### src/rtl/sipo_deserializer_pkg.sv
// Shared definitions for the framed serial-in/parallel-out receiver:
// FSM state encoding and the start/stop line levels.
package sipo_deserializer_pkg;

  typedef enum logic [1:0] {
    ST_IDLE  = 2'd0,
    ST_SHIFT = 2'd1,
    ST_STOP  = 2'd2
  } sipo_state_t;

  localparam logic START_BIT = 1'b1;
  localparam logic STOP_BIT  = 1'b0;

endpackage

### src/rtl/sipo_deserializer.sv
// Framed serial-in/parallel-out receiver: start bit, DW data bits MSB first,
// stop bit, all on a strobed bit stream, with a valid/ready output handshake.
module sipo_deserializer
  import sipo_deserializer_pkg::*;
#(
  parameter int DW = 4
) (
  input  logic          clk_50MHz_i,
  input  logic          rst_async_la_i,
  input  logic          D_i,
  input  logic          Enable_i,
  input  logic          Ready_i,
  output logic [DW-1:0] Data_o,
  output logic          Valid_o,
  output logic          FrameErr_o,
  output logic          Overrun_o,
  output logic          Busy_o
);

  localparam int CW = $clog2(DW + 1);

  sipo_state_t   state, state_nxt;
  logic [CW-1:0] cnt;
  logic [DW-1:0] shreg;

  logic start_hit;
  logic shift_hit;
  logic last_bit;
  logic stop_good;
  logic stop_bad;
  logic accept;
  logic drop;

  always_comb begin
    state_nxt = state;
    start_hit = 1'b0;
    shift_hit = 1'b0;
    last_bit  = 1'b0;
    stop_good = 1'b0;
    stop_bad  = 1'b0;
    if (Enable_i) begin
      unique case (state)
        ST_IDLE: begin
          if (D_i == START_BIT) begin
            start_hit = 1'b1;
            state_nxt = ST_SHIFT;
          end
        end
        ST_SHIFT: begin
          shift_hit = 1'b1;
          last_bit  = (cnt == CW'(DW - 1));
          if (last_bit) state_nxt = ST_STOP;
        end
        ST_STOP: begin
          stop_good = (D_i == STOP_BIT);
          stop_bad  = (D_i != STOP_BIT);
          state_nxt = ST_IDLE;
        end
        default: state_nxt = ST_IDLE;
      endcase
    end
  end

  // A held word may be replaced only if the consumer takes it this same cycle.
  assign accept = stop_good && (!Valid_o || Ready_i);
  assign drop   = stop_good && Valid_o && !Ready_i;

  always_ff @(posedge clk_50MHz_i or negedge rst_async_la_i) begin
    if (!rst_async_la_i) begin
      state <= ST_IDLE;
      cnt   <= '0;
      shreg <= '0;
    end else begin
      state <= state_nxt;
      if (start_hit) begin
        cnt <= '0;
      end else if (shift_hit) begin
        cnt   <= cnt + 1'b1;
        shreg <= {shreg[DW-2:0], D_i};
      end
    end
  end

  always_ff @(posedge clk_50MHz_i or negedge rst_async_la_i) begin
    if (!rst_async_la_i) begin
      Data_o     <= '0;
      Valid_o    <= 1'b0;
      FrameErr_o <= 1'b0;
      Overrun_o  <= 1'b0;
    end else begin
      FrameErr_o <= stop_bad;
      if (drop) Overrun_o <= 1'b1;
      if (accept) begin
        Data_o  <= shreg;
        Valid_o <= 1'b1;
      end else if (Valid_o && Ready_i) begin
        Valid_o <= 1'b0;
      end
    end
  end

  assign Busy_o = (state != ST_IDLE);

endmodule

### config.mk
export PLATFORM = sky130hd
export DESIGN_NAME = sipo_deserializer
export DESIGN_NICKNAME = d
export VERILOG_FILES = /design/src/rtl/sipo_deserializer_pkg.sv /design/src/rtl/sipo_deserializer.sv
export SDC_FILE = /design/constraint.sdc
export NUM_CORES = 1
export LEC_CHECK = 0
export ABC_AREA = 1
export CAP_MARGIN = 15
export CORE_MARGIN = 2
export CORE_UTILIZATION = 45
export DETAILED_ROUTE_END_ITERATION = 12
export HOLD_SLACK_MARGIN = 0.12
export PLACE_DENSITY = 0.71
export SYNTH_ARGS = -nofsm -noshare
export SYNTH_HDL_FRONTEND = slang
export SYNTH_SLANG_ARGS = --single-unit
export TNS_END_PERCENT = 5
### constraint.sdc
create_clock -name clk_50MHz_i -period 2.3 [get_ports clk_50MHz_i]
set_clock_uncertainty 0.05 [all_clocks]
set_input_delay 0.46 -clock clk_50MHz_i [delete_from_list [all_inputs] [get_ports clk_50MHz_i]]
set_output_delay 0.46 -clock clk_50MHz_i [all_outputs]
set_load 0.01 [all_outputs]
==> impl_metrics.ini, run 1 <==
[floorplan]
coreArea_um2 = 1506
rows = 14
start_util = 0.4801
io_pins = 13
die_area_um2 = 1944
die_width_um = 44.09
fp.dieH_um = 44.09

[global_routing]
grt_max_degree = 17
grt.total_usage = 0.1441
grt-ovfl-total = 0
grt.met3_usage = 0.03673
grtUsageMet2 = 0.2000
grt_pass1_vias = 463
grt_use_met1 = 0.2166
grt-busiest-layer = met1
grt_pass1_wl_um = 2035
antenna_found_initial = 0

[run_status]
outcome = complete, no violations

[synth]
synth_edf_count = 0
synth_top_cell_area_share = 0.5536
avgSynthCellArea_um2 = 8.928
synth_common_cells = nand2_1 (28), dfrtp_1 (16), nand3_1 (8), inv_1 (7)
ys_async_sr_fraction = 1.000
yosys_register_bits = 16
ys_types = 18
synthCells = 81
syn_area_um2 = 723.2
ys.flop_type = dfrtp_1
yosys-top-cells-area = dfrtp_1 (55%), nand2_1 (15%), nand3_1 (5.5%), inv_1 (3.6%), ha_1 (3.5%)
yosysSeqAreaShare = 0.5536
synth_most_common_cell = nand2_1
syn-num-nets = 88
ys_warn_count = 0
synth.largest_area_cell = dfrtp_1

[placed_design]
gp_congestion = 0.7533
port_buffers = 12
dp_hpwl_um = 898.8
post-place-cells = 108

[detailed_routing]
vias = 534
wl_per_cell_um = 10.50
routed_wl_um = 1165
detail_route.vias_per_cell = 4.811
first_pass_iters = 4
ant_nets = 0
drt-initial-drc-count = 16
drc_errors = 0

[power_and_ir_drop]
leakage_nw = 0.4585
powerDensity_nw_per_um2 = 1052
ir_drop_mv = 0.5280

[setup_path]
crit_path_start_kind = register
crit_path_cell_trace = nor2_1, inv_1, clkdlybuf4s50_1
crit_path_top_delay_cell = clkdlybuf4s50_1
cp.required_ns = 1.79
cp_max_fo = 4
cp-end-kind = primary output
path_buf_inv = 2
crit_type = register to primary output
arrival_ns = 1.36
slowest_delay_ns = 0.46
path_delay_family = buffers and inverters

[clock_tree]
clk_latency_ns = 0.27
cts-root-buf = clkbuf_4
cts_made_buffers = 3
clock_tree.htree_level_count = 1
cts_tree = done
cts_sinks = 16
clock_path_buffers = 2
hold_buffers = 0
clk_pin_slew_ns = 0.09
post_cts_resize_count = 0
postCtsSetupBuffers = 0

[sta]
fin_crit_ns = 1.872
relSlewSlack = 0.5394
fmax_mhz = 534.3
setup_tns_ns = 0
drv_slew = 0
setup_viol = 0
min_period_over_period = 0.8138
rsz0062_at_grt = false
hold_violations = 0
worst_pin_slew_ns = 0.6887

[cells_and_area]
num-fill-cells = 143
diodes = 0
drive_gt1_frac = 0.1368
fin_nets = 104
final_cells = 111
synthToLayoutAreaGrowth_pct = 20.93

[flow_run]
drv_cap = 0

[min_path]
min_path_type = register to register
==> cell type report <==
class / instances / area, um^2 / share of cell area
Clock buffer: 3 / 22.52 / 0.02575
Inverter: 11 / 42.54 / 0.04864
Multi-Input combinational cell: 53 / 269.0 / 0.3076
Sequential cell: 16 / 400.4 / 0.4578
Tap cell: 16 / 20.02 / 0.02289
Timing Repair Buffer: 12 / 120.1 / 0.1373
==> worst paths after layout <==
kind / start / end / slack, ns / depth (start not counted)
worst max-delay path: state[0] / Busy_o / 0.43 / 3
worst min-delay path: Data_o[3] / Data_o[3] / 0.42 / 2
worst max register to register: cnt[0] / cnt[2] / 1.04 / 4
worst min register to register: Data_o[3] / Data_o[3] / 0.42 / 2
max in group asynchronous: rst_async_la_i / shreg[2] / 1.21 / 1
min in group asynchronous: rst_async_la_i / state[0] / 0.55 / 1
==> sequential cells by signal, indices dropped and copies added, names as in the netlist <==
name,cells
shreg,4
Valid_o,1
Overrun_o,1
Data_o,4
FrameErr_o,1
cnt,3
state,2
==> report_power, final <==
part | total [mW] | internal [mW] | switching [mW]
clock | 0.137 | 0.0605 | 0.0769
sequential | 0.445 | 0.377 | 0.0673
combinational | 0.338 | 0.157 | 0.181
==> logic make-up after synthesis <==
logic type                 count (synthesis)  synth area share
adders and majority gates                  2           0.03460
and+or+nand+nor                           47            0.3010
DFF                                       16            0.5536
AOI/OAI and AO/OA                          4           0.03634
buffers and inverters                     12           0.07439
==> layer usage <==
layer	up-vias	share of wire
li1	283	-
met1	243	0.51
met2	8	0.44
met3	0	0.042
met4	0	0
met5	-	0
==> cell usage in the layout (no fill, tap or decap) <==
master	instances
clkbuf_4	3
clkdlybuf4s50_1	12
clkinv_2	1
dfrtp_1	16
ha_1	2
inv_1	7
inv_2	3
nand2_1	28
nand2_4	1
nand3_1	8
nand3_2	2
nor2_1	3
nor2_2	3
nor3_1	1
o211ai_1	1
o21ai_1	1
o21bai_1	1
o22ai_1	1
or2_0	1
==> stage by stage <==
step	total power [mW]	hold WS, ns	worst slack [ns]	area [um^2]	util
final	0.9197	0.4221	0.4283	874.6	0.5806
after floorplan	0.6716	0.1144	1.109	723.2	-
after detailed placement	0.7936	0.4083	0.4646	852.1	0.5656
after CTS	0.9339	0.4278	0.4111	874.6	0.5806
after global routing	1.002	0.4539	0.2993	874.6	0.5806
after global placement	0.7798	0.4033	0.5360	852.1	0.5656
==> worst min-delay path, cell delays in order, from the launching register on <==
cell     delay, ns
dfrtp_1       0.35
nand2_1       0.05
nand2_1       0.04
No activity file was read; power rests on OpenSTA's default activity.
==> run 2, diff against run 1 <==
==> constraint.sdc (replaced) <==
create_clock -name clk_50MHz_i -period 1.87 [get_ports clk_50MHz_i]
set_clock_uncertainty 0.05 [all_clocks]
set_input_delay 0.374 -clock clk_50MHz_i [delete_from_list [all_inputs] [get_ports clk_50MHz_i]]
set_output_delay 0.374 -clock clk_50MHz_i [all_outputs]
set_load 0.01 [all_outputs]
==> run 2 against run 1 <==
Against the previous run:
- setup slack got worse by 0.38 ns
- combinational power rose by 28%
- routed wire length rose by 7.7%
- flip-flop and latch count did not move
- design area rose by 3.6%
- utilization rose by 2.1 points
- die area did not move
- first-iteration DRC count fell by 31%
- total power rose by 32%
- worst hold slack got worse by 0.080 ns
- register-to-register slack got worse by 0.46 ns
- critical endpoint unchanged
- largest power group unchanged
==> impl_metrics.ini, run 2 (synthesized netlist as in run 1, its figures left out) <==
[sta]
worst_pin_slew_ns = 0.2576
fin_crit_ns = 1.822
drv_slew = 0
fmax_mhz = 548.7
whs_ns = 0.3422
setup_viol = 0
relSlewSlack = 0.8277
fin_ws_ns = 0.04765
min_period_over_period = 0.9745
setup_tns_ns = 0
hold_violations = 0

[placed_design]
placed_cell_area_um2 = 859.6
gp_congestion = 0.7560
port_buffers = 12
pre_cts_slack_ns = 0.1404
dp_hpwl_um = 884.4

[detailed_routing]
vias = 565
drc_errors = 0
ant_nets = 0
routed_wl_um = 1255
detail_route.vias_per_cell = 4.956
first_pass_iters = 5
drt-initial-drc-count = 11
wl_per_cell_um = 11.01

[clock_tree]
clock_tree.htree_level_count = 1
clk_pin_slew_ns = 0.10
cts_tree = done
cts_sinks = 16
clock_path_buffers = 2
clk_latency_ns = 0.29
cts-root-buf = clkbuf_4
cts_made_buffers = 3

[setup_path]
worstRegToRegCells = 5
critPathCapture = Busy_o
r2r-start = state[1]
crit_path_start_kind = register
crit_type = register to primary output
cp.required_ns = 1.45
rrSetupSlack_ns = 0.58
arrival_ns = 1.40
r2r-end = cnt[2]
cp_max_fo = 4
cp-end-kind = primary output
startpoint = state[0]

[global_routing]
grt_pass1_vias = 492
grt-ovfl-total = 0
grt.total_usage = 0.1573
grt-busiest-layer = met2
grt_use_met1 = 0.2204
grt_max_degree = 17
antenna_found_initial = 0
grt_pass1_wl_um = 2180
grtUsageMet2 = 0.2235
grt.met3_usage = 0.03673

[power_and_ir_drop]
seqPwrFrac = 0.451
ir_drop_mv = 0.7026
clkPwrFrac = 0.191
pwr-share-comb = 0.358
swShare = 0.3521
p_sw_uw = 427.5
powerDensity_nw_per_um2 = 1340
leakage_nw = 0.4757
p_int_uw = 786.7

[floorplan]
die_area_um2 = 1944
fp.dieH_um = 44.09
io_pins = 13
rows = 14
coreArea_um2 = 1506
start_util = 0.4801
die_width_um = 44.09

[cells_and_area]
diodes = 0
final_area_um2 = 905.9
drive_gt1_frac = 0.1735
final_common_cell = nand2_1
seq_area_um2 = 400.4
largestRegisters = Data_o: 4 flops, shreg: 4 flops, cnt: 3 flops
num-fill-cells = 128
multi_input_area_um2 = 271.5
layout_common_cells = nand2_1 (28), dfrtp_1 (16), clkdlybuf4s50_1 (12)
fin_nets = 106
synthToLayoutAreaGrowth_pct = 25.26
fin_util = 0.6013

[flow_run]
drv_cap = 0

[run_status]
outcome = complete, no violations

[min_path]
min_path_type = input port to asynchronous set/reset pin
run 2: per-layer routing:
layer,share of wire,wire length [um],vias up
li1,-,-,290
met1,0.48,600,261
met2,0.47,589,12
met3,0.037,46,2
met4,0.014,18,0
met5,0,0,-
run 2: power by group through the flow:
stage	logic, mW	clock network [mW]	registers (mW)
3_5_place_dp	0.422	0	0.552
3_3_place_gp	0.408	0	0.552
5_1_grt	0.496	0.249	0.559
6_report	0.434	0.232	0.548
2_1_floorplan	0.273	0	0.553
4_1_cts	0.422	0.235	0.546
run 2: through the flow:
step	power, mW	std cells
floorplan	0.8261	81
global placement	0.9603	109
detailed placement	0.9745	109
CTS	1.203	113
global route	1.304	114
finish	1.214	114
run 2: what timing repair did:
action,4_1_cts,5_1_grt
endpoints found under the setup margin,0,1
gates resized for setup,0,1
buffers inserted,0,1
hold buffers,0,0
hold endpoints to repair,0,0
run 2: cell type report:
type,count,share of cell area
clock buffer,4,0.04006
inverter,11,0.04696
multi-input combinational,53,0.2997
sequential,16,0.4420
tap,16,0.02210
timing repair buffer,14,0.1492
run 2: how the worst min path moves through the flow:
stage | cells after the start | endpoint | slack [ns]
after floorplan | 0 | Data_o[0] | 0.03
after global placement | 2 | Data_o[0] | 0.40
after detailed placement | 2 | Data_o[3] | 0.41
after CTS | 2 | state[0] | 0.35
after global routing | 2 | state[0] | 0.39
final | 2 | state[0] | 0.34
run 2: critical path: stages, from the launching register on:
cell and delay, ns:
dfrtp_1 0.46, nor2_2 0.14, inv_1 0.05, clkdlybuf4s50_1 0.46
==> run 3, diff against run 2 <==
--- a/config.mk
+++ b/config.mk
@@ -9,6 +9,7 @@
 export CAP_MARGIN = 15
 export CORE_MARGIN = 2
 export CORE_UTILIZATION = 45
+export CTS_CLUSTER_SIZE = 20
 export DETAILED_ROUTE_END_ITERATION = 12
 export HOLD_SLACK_MARGIN = 0.12
 export PLACE_DENSITY = 0.71
==> constraint.sdc (replaced) <==
create_clock -name clk_50MHz_i -period 1.87 [get_ports clk_50MHz_i]
set_clock_uncertainty 0.05 [all_clocks]
set_input_delay 0.561 -clock clk_50MHz_i [delete_from_list [all_inputs] [get_ports clk_50MHz_i]]
set_output_delay 0.561 -clock clk_50MHz_i [all_outputs]
set_load 0.1 [all_outputs]
==> run 3 against run 2 <==
Against the previous run:
- utilization increased by 5.6 points
- global-route usage is 1.2 points higher
- total power grew 34%
- flip-flop and latch count did not move
- maximum frequency is 3.5% higher
- final cell count up 0.88%
==> impl_metrics.ini, run 3 (synthesized netlist as in run 1, its figures left out) <==
[run_status]
outcome = complete, no violations

[placed_design]
pre_cts_slack_ns = 0.05321
port_buffers = 12
gp_congestion = 0.7702
post-place-cells = 111
dp_hpwl_um = 1041

[detailed_routing]
drc_errors = 0
wl_per_cell_um = 11.75
drt-initial-drc-count = 8
routed_wl_um = 1351
vias = 562
detail_route.vias_per_cell = 4.887
first_pass_iters = 4
ant_nets = 0

[cells_and_area]
diodes = 0
drive_gt1_frac = 0.2525
final_cells = 115
final_common_cell = nand2_1
seq_area_um2 = 400.4
synthToLayoutAreaGrowth_pct = 37.02
largestRegisters = Data_o: 4 flops, shreg: 4 flops, cnt: 3 flops
layout_common_cells = nand2_1 (28), dfrtp_1 (16), nand3_1 (8), buf_12 (8), inv_1 (7)
multi_input_area_um2 = 269.0
num-fill-cells = 127
fin_nets = 107

[setup_path]
path_buf_inv = 2
arrival_ns = 1.15
crit_path_start_kind = register
slowest_delay_ns = 0.44
cp-end-kind = primary output
cp.required_ns = 1.26
cp_max_fo = 4
crit_type = register to primary output
crit_path_cell_trace = nor2_1, inv_1, buf_12
crit_path_top_delay_cell = dfrtp_1
path_delay_family = flip-flops

[global_routing]
antenna_found_initial = 0
grt_max_degree = 17
grt_pass1_vias = 552
grt.total_usage = 0.1694
grt_pass1_wl_um = 2311
grt-ovfl-total = 0

[sta]
setup_tns_ns = 0
fin_ws_ns = 0.1101
hold_violations = 0
whs_ns = 0.4507
drv_slew = 0
rsz0062_at_grt = false
min_period_over_period = 0.9411
relSlewSlack = 0.8213
setup_viol = 0
fmax_mhz = 568.2
worst_pin_slew_ns = 0.2673
fin_crit_ns = 1.760

[clock_tree]
clk_pin_slew_ns = 0.10
hold_buffers = 0
cts_made_buffers = 3
cts-root-buf = clkbuf_4
cts_sinks = 16
clock_path_buffers = 2
postCtsSetupBuffers = 0
cts_tree = done
clk_latency_ns = 0.29
post_cts_resize_count = 0
clock_tree.htree_level_count = 1

[floorplan]
fp.dieH_um = 44.09
io_pins = 13
die_area_um2 = 1944
rows = 14
coreArea_um2 = 1506
die_width_um = 44.09
start_util = 0.4801

[flow_run]
drv_cap = 0

[min_path]
min_path_type = register to register

[power_and_ir_drop]
ir_drop_mv = 0.7441
finalPower_mw = 1.630
leakage_nw = 0.5187
powerDensity_nw_per_um2 = 1645
run 3: changes by cell type in the layout (fill, tap and decap cells not counted):
| cell | delta |
|---|---|
| buf_12 | +8 |
| buf_4 | +1 |
| clkdlybuf4s50_1 | -8 |
| nor2_1 | +1 |
| nor2_2 | -1 |
run 3: path summary, 6_finish.rpt:
| path | slack (ns) | depth (start not counted) | from | end |
|---|---|---|---|---|
| worst min register to register | 0.45 | 2 | shreg[3] | shreg[3] |
| worst max register to register | 0.62 | 4 | cnt[0] | cnt[2] |
| max in group asynchronous | 1.06 | 2 | rst_async_la_i | Data_o[2] |
| min in group asynchronous | 0.53 | 2 | rst_async_la_i | Valid_o |
| worst max-delay path | 0.11 | 3 | state[0] | Busy_o |
| worst min-delay path | 0.45 | 2 | shreg[3] | shreg[3] |
run 3: area by class of cell:
class / instances / area share
multi-input cells: 53 / 0.2715
repair buffers: 15 / 0.2247
flip-flops and latches: 16 / 0.4040
well taps: 16 / 0.02020
inverters: 11 / 0.04293
clock buffers: 4 / 0.03662
run 3: through the flow:
step                  util  area [um^2]
global route        0.6578        991.0
detailed placement  0.6337        954.7
global placement    0.6337        954.7
floorplan                -        723.2
CTS                 0.6578        991.0
finish              0.6578        991.0
run 3: per-layer routing:
metal / global-route usage / routed length (um) / vias to the layer above
met2: 0.2618 / 663 / 12
met5: 0 / 0 / -
met4: 0.09091 / 17 / 0
li1: - / - / 290
met1: 0.2151 / 618 / 256
met3: 0.04898 / 52 / 4
run 3: power breakdown:
group	internal, mW	switching (mW)	total, mW
registers	0.464	0.105	0.569
logic	0.297	0.531	0.829
clock network	0.119	0.113	0.232
total	0.880	0.750	1.63
run 3: worst register-to-register path, stage by stage, from the launching register on:
cell,delay (ns)
dfrtp_1,0.41
ha_1,0.21
ha_1,0.27
or2_0,0.21
nand2_1,0.06
==> edit 1: new RTL, config.mk and constraints of run 2 <==
Remove the register `FrameErr_o`: a continuous assignment takes its place, so the output `FrameErr_o` follows one clock earlier.
--- a/src/rtl/sipo_deserializer.sv
+++ b/src/rtl/sipo_deserializer.sv
@@ -85,10 +85,8 @@
     if (!rst_async_la_i) begin
       Data_o     <= '0;
       Valid_o    <= 1'b0;
-      FrameErr_o <= 1'b0;
       Overrun_o  <= 1'b0;
     end else begin
-      FrameErr_o <= stop_bad;
       if (drop) Overrun_o <= 1'b1;
       if (accept) begin
         Data_o  <= shreg;
@@ -99,6 +97,8 @@
     end
   end
 
+  assign FrameErr_o = stop_bad;
+
   assign Busy_o = (state != ST_IDLE);
 
 endmodule
Formal check against the unedited RTL: not equivalent (Yosys sat finds a counterexample within 10 cycles, from zero or initial values and one cycle with rst_async_la_i low).
==> edit 1 against run 2 <==
  * Sequential cell count down 1
  * Fmax up 1.2%
  * Cell area down 1.8%
  * Setup slack better by 0.022 ns
  * First-iteration DRC count down 27%
  * Wire length down 6.3%
  * Register-to-register slack better by 0.02 ns
  * Synthesized area down 3.5%
  * Total power down 7.6%
  * Critical path type unchanged
  * Critical endpoint unchanged
  * Largest power group unchanged
==> edit 1: results (changes against run 2) <==
metric	value	unit	change
power.internal	0.7233	mW	-8.0%
grt.total_usage	14.82	%	-0.91 points
dr.pass1.iters	4		-1
p_leak	0.4746	nW	-0.23%
place_area	864.6	sq um	+0.58%
grt_max_degree	16		-1
place_congestion	0.7014		-7.2%
cp_slowest_stage_delay	0.47	ns	
outcome	finished clean		
ys_async_sr_fraction	100.0	%	unchanged
num_vias	531		-6.0%
clkSlewWorstSetupHoldPaths	0.09	ns	
synth_common_cells	28 x nand2_1, 15 x dfrtp_1, 8 x nand3_1, 7 x inv_1		
cp_data_arrival_time	1.38	ns	-0.02 ns
cts.htree.levels	1		unchanged
grt_pass1_wl	2.035	mm	-6.7%
drt_iter0_markers	8		-3
cp_slowest_cell	clkdlybuf4s50_1		
layout.cells.non_filler	116		+1.8%
placed_cells	112		+2.8%
antenna_found_initial	0		unchanged
cts_setup_buffers	0		unchanged
grt_pass1_vias	457		-7.1%
syn_nets	87		-1.1%
ys_seq_area_share	53.76	%	-1.6 points
yosysWarnings	0		unchanged
drive_gt1_share	18.00	%	+0.65 points
crit_fanout	4		unchanged
ir_worst_vdd	0.0007180	V	+2.2%
routed_wirelength	1.176	mm	-6.3%
yosysUniqueCellTypes	18		unchanged
synth_area_leaders	dfrtp_1 54%, nand2_1 15%, nand3_1 5.7%, inv_1 3.8%, ha_1 3.6%		
finalNetCount	108		+1.9%
io_buffers	12		unchanged
worst_hold_path_type	in2async		
antenna_cells	0		unchanged
synth_area_per_cell	8.727	sq um	-2.3%
tightestPinTransition	0.2487	ns	-0.008915 ns
dpl.hpwl	872.6	um	-1.3%
ctsRootBufferMaster	clkbuf_4		
path_delay_family	buffers and inverters		
reg2reg_depth	4		-1
fillers	142		+11%
## edit 1: cell count changes after synthesis, sizes merged
| cell | before | now |
|---|---|---|
| dfrtp | 16 | 15 |
## edit 1: power by group through the flow
stage / clock (mW) / combinational (mW) / sequential, mW
final: 0.179 / 0.416 / 0.526
after CTS: 0.186 / 0.427 / 0.525
after global placement: 0 / 0.415 / 0.526
after global routing: 0.198 / 0.481 / 0.543
after floorplan: 0 / 0.274 / 0.530
after detailed placement: 0 / 0.425 / 0.531
## edit 1: layout make-up
| type | count | share of cell area (%) |
|---|---|---|
| Clock buffer | 4 | 2.954 |
| Multi-Input combinational cell | 53 | 30.24 |
| Sequential cell | 15 | 42.19 |
| Timing Repair Buffer | 17 | 17.58 |
| Tap cell | 16 | 2.250 |
| Inverter | 11 | 4.782 |
## edit 1: timing repair
item                                    4_1_cts  5_1_grt
endpoints found under the setup margin        1        0
hold buffers                                  0        0
gates resized for setup                       1        0
## edit 1: worst paths after layout
path	slack, ns	to	from
max in group asynchronous	1.23	cnt[2]$_DFFE_PN0P_	rst_async_la_i
worst max-delay path	0.07	Busy_o	state[1]$_DFFE_PN0P_
worst max register to register	0.60	cnt[2]$_DFFE_PN0P_	cnt[0]$_DFFE_PN0P_
worst min register to register	0.42	Data_o[1]$_DFFE_PN0P_	Data_o[1]$_DFFE_PN0P_
min in group clk_50MHz_i	0.42	Data_o[1]$_DFFE_PN0P_	Data_o[1]$_DFFE_PN0P_
worst min-delay path	0.35	Valid_o$_DFFE_PN0P_	rst_async_la_i
## edit 1: layer usage
layer  part of all wire, %  vias up  routed length (um)  GRT usage [%]
met5                     0        -                   0              0
met4                  0.77        0                   9          9.091
met3                   4.8        2                  57          2.500
met2                    43       11                 503          20.30
met1                    52      225                 606          21.92
li1                      -      293                   -              -
## edit 1: cells by family (layout without fill, tap and decap cells)
kind of cell | Yosys count | count (layout) | share of synthesized area [%]
AO/OA/AOI/OAI | 4 | 4 | 3.764
flip-flops | 15 | 15 | 53.76
buffers and inverters | 12 | 32 | 7.706
adder cells (fa/ha/maj) | 2 | 2 | 3.584
AND/OR/NAND/NOR | 47 | 47 | 31.18
## edit 1: per-stage QoR
stage / utilization, % / power [mW] / setup WS (ns) / TNS, ns
floorplan: - / 0.8032 / 0.6315 / 0
global placement: 58.76 / 0.9407 / -0.1787 / -0.1787
CTS: 60.46 / 1.137 / 0.06430 / 0
global route: 60.46 / 1.222 / 0.01717 / 0
detailed placement: 58.76 / 0.9558 / -0.1898 / -0.1898
finish: 60.46 / 1.122 / 0.06962 / 0
==> edit 2: new RTL, flow settings as in run 2 <==
Made on the original files. The parameter `DW` goes from 4 to 8.
--- a/src/rtl/sipo_deserializer.sv
+++ b/src/rtl/sipo_deserializer.sv
@@ -3,7 +3,7 @@
 module sipo_deserializer
   import sipo_deserializer_pkg::*;
 #(
-  parameter int DW = 4
+  parameter int DW = 8
 ) (
   input  logic          clk_50MHz_i,
   input  logic          rst_async_la_i,
Interface: changed (resized Data_o); port bits go from 13 to 17. No check against the original RTL was run, so the function may have changed too.
==> edit 2 against run 2 <==
  * Synthesized cell count is 49% higher
  * Synthesized area is 45% higher
  * Sequential cell count is 9 higher
  * Total power is 48% higher
  * Cell area is 45% higher
  * Setup slack better by 0.030 ns
  * Wire length is 61% higher
  * Largest power group unchanged
  * Via count is 54% higher
  * Sequential power is 57% higher
==> edit 2: results (changes against run 2) <==
metric	value	unit	change
outcome	finished clean		
net-switching-power	0.6477	mW	+52%
dp_slack	0.03367	ns	-0.1067 ns
layout.cells.non_filler	173		+52%
synth_common_cells	53 x nand2_1, 25 x dfrtp_1, 13 x nand3_1, 8 x nor2_1, 6 x o21ai_0		
drive_gt1_share	11.72	%	-5.6 points
p_leak	0.6896	nW	+45%
cts_setup_buffers	2		+2
syn_inst	121		+49%
grt_pass1_vias	854		+74%
gr-usage-met2	27.92	%	+5.6 points
p_clk_share	13.3	%	-5.8 points
pg_seq	0.862	mW	+57%
io_buffers	16		+4
holdWs	0.3436	ns	+0.001425 ns
grt.total_usage	18.09	%	+2.4 points
r2r_end	Data_o[0]$_DFFE_PN0P_		
clkSlewWorstSetupHoldPaths	0.13	ns	+0.03 ns
crit_fanout	3		-1
syn_nets	127		+44%
reg2reg_depth	8		+3
cp_data_arrival_time	1.37	ns	-0.03 ns
ir_worst_vdd	0.0006716	V	-4.4%
tightestPinTransition	0.3175	ns	+0.05983 ns
cp_slowest_stage_delay	0.53	ns	+0.07 ns
synth_area_leaders	dfrtp_1 60%, nand2_1 19%, nand3_1 6.2%, o21ai_0 2.9%, nor2_1 2.9%		
dr.pass1.iters	4		-1
ys_seq_area_share	59.52	%	+4.2 points
wl_per_cell	11.70	um	+6.3%
grt_max_degree	26		+9
worstSkewPairLatency	0.31	ns	+0.02 ns
cp_slowest_cell	clkdlybuf4s50_1		
use_met1	24.25	%	+2.2 points
place_area	1252	sq um	+46%
dpl.hpwl	1.384	mm	+57%
use_met3	3.143	%	-0.53 points
placed_cells	165		+51%
yosysUniqueCellTypes	14		-4
wl_met3	92	um	+100%
grt_pass1_wl	3.588	mm	+65%
rrSetupSlack	0.45	ns	-0.13 ns
m1WireLength	953	um	+59%
place_congestion	0.7690		+1.7%
finalNetCount	152		+43%
edit 2: cell types whose count changed after synthesis, moves of 2 or more:
cell | run 2 | this run
inv_1 | 7 | 5
nand2_1 | 28 | 53
dfrtp_1 | 16 | 25
nor2_1 | 3 | 8
o21ai_0 | 0 | 6
nand3_1 | 8 | 13
nor2_2 | 3 | 0
edit 2: layout make-up:
class                           count  area [sq um]
Tap cell                           28         35.03
Clock buffer                        3         22.52
Timing Repair Buffer               22         205.2
Sequential cell                    25         625.6
Inverter                            8         30.03
Multi-Input combinational cell     86         386.6
Fill cell                         198         902.1
Clock inverter                      1         5.005
edit 2: how the worst max path moves through the flow:
stage                                  endpoint  slack, ns  cells past startpoint
after global placement       cnt[2]$_DFFE_PN0P_       0.07                      5
after detailed placement     cnt[2]$_DFFE_PN0P_       0.03                      5
final                                    Busy_o       0.08                      3
after floorplan           Data_o[0]$_DFFE_PN0P_       0.76                      6
after global routing                     Busy_o      0.003                      3
after CTS                                Busy_o       0.07                      3
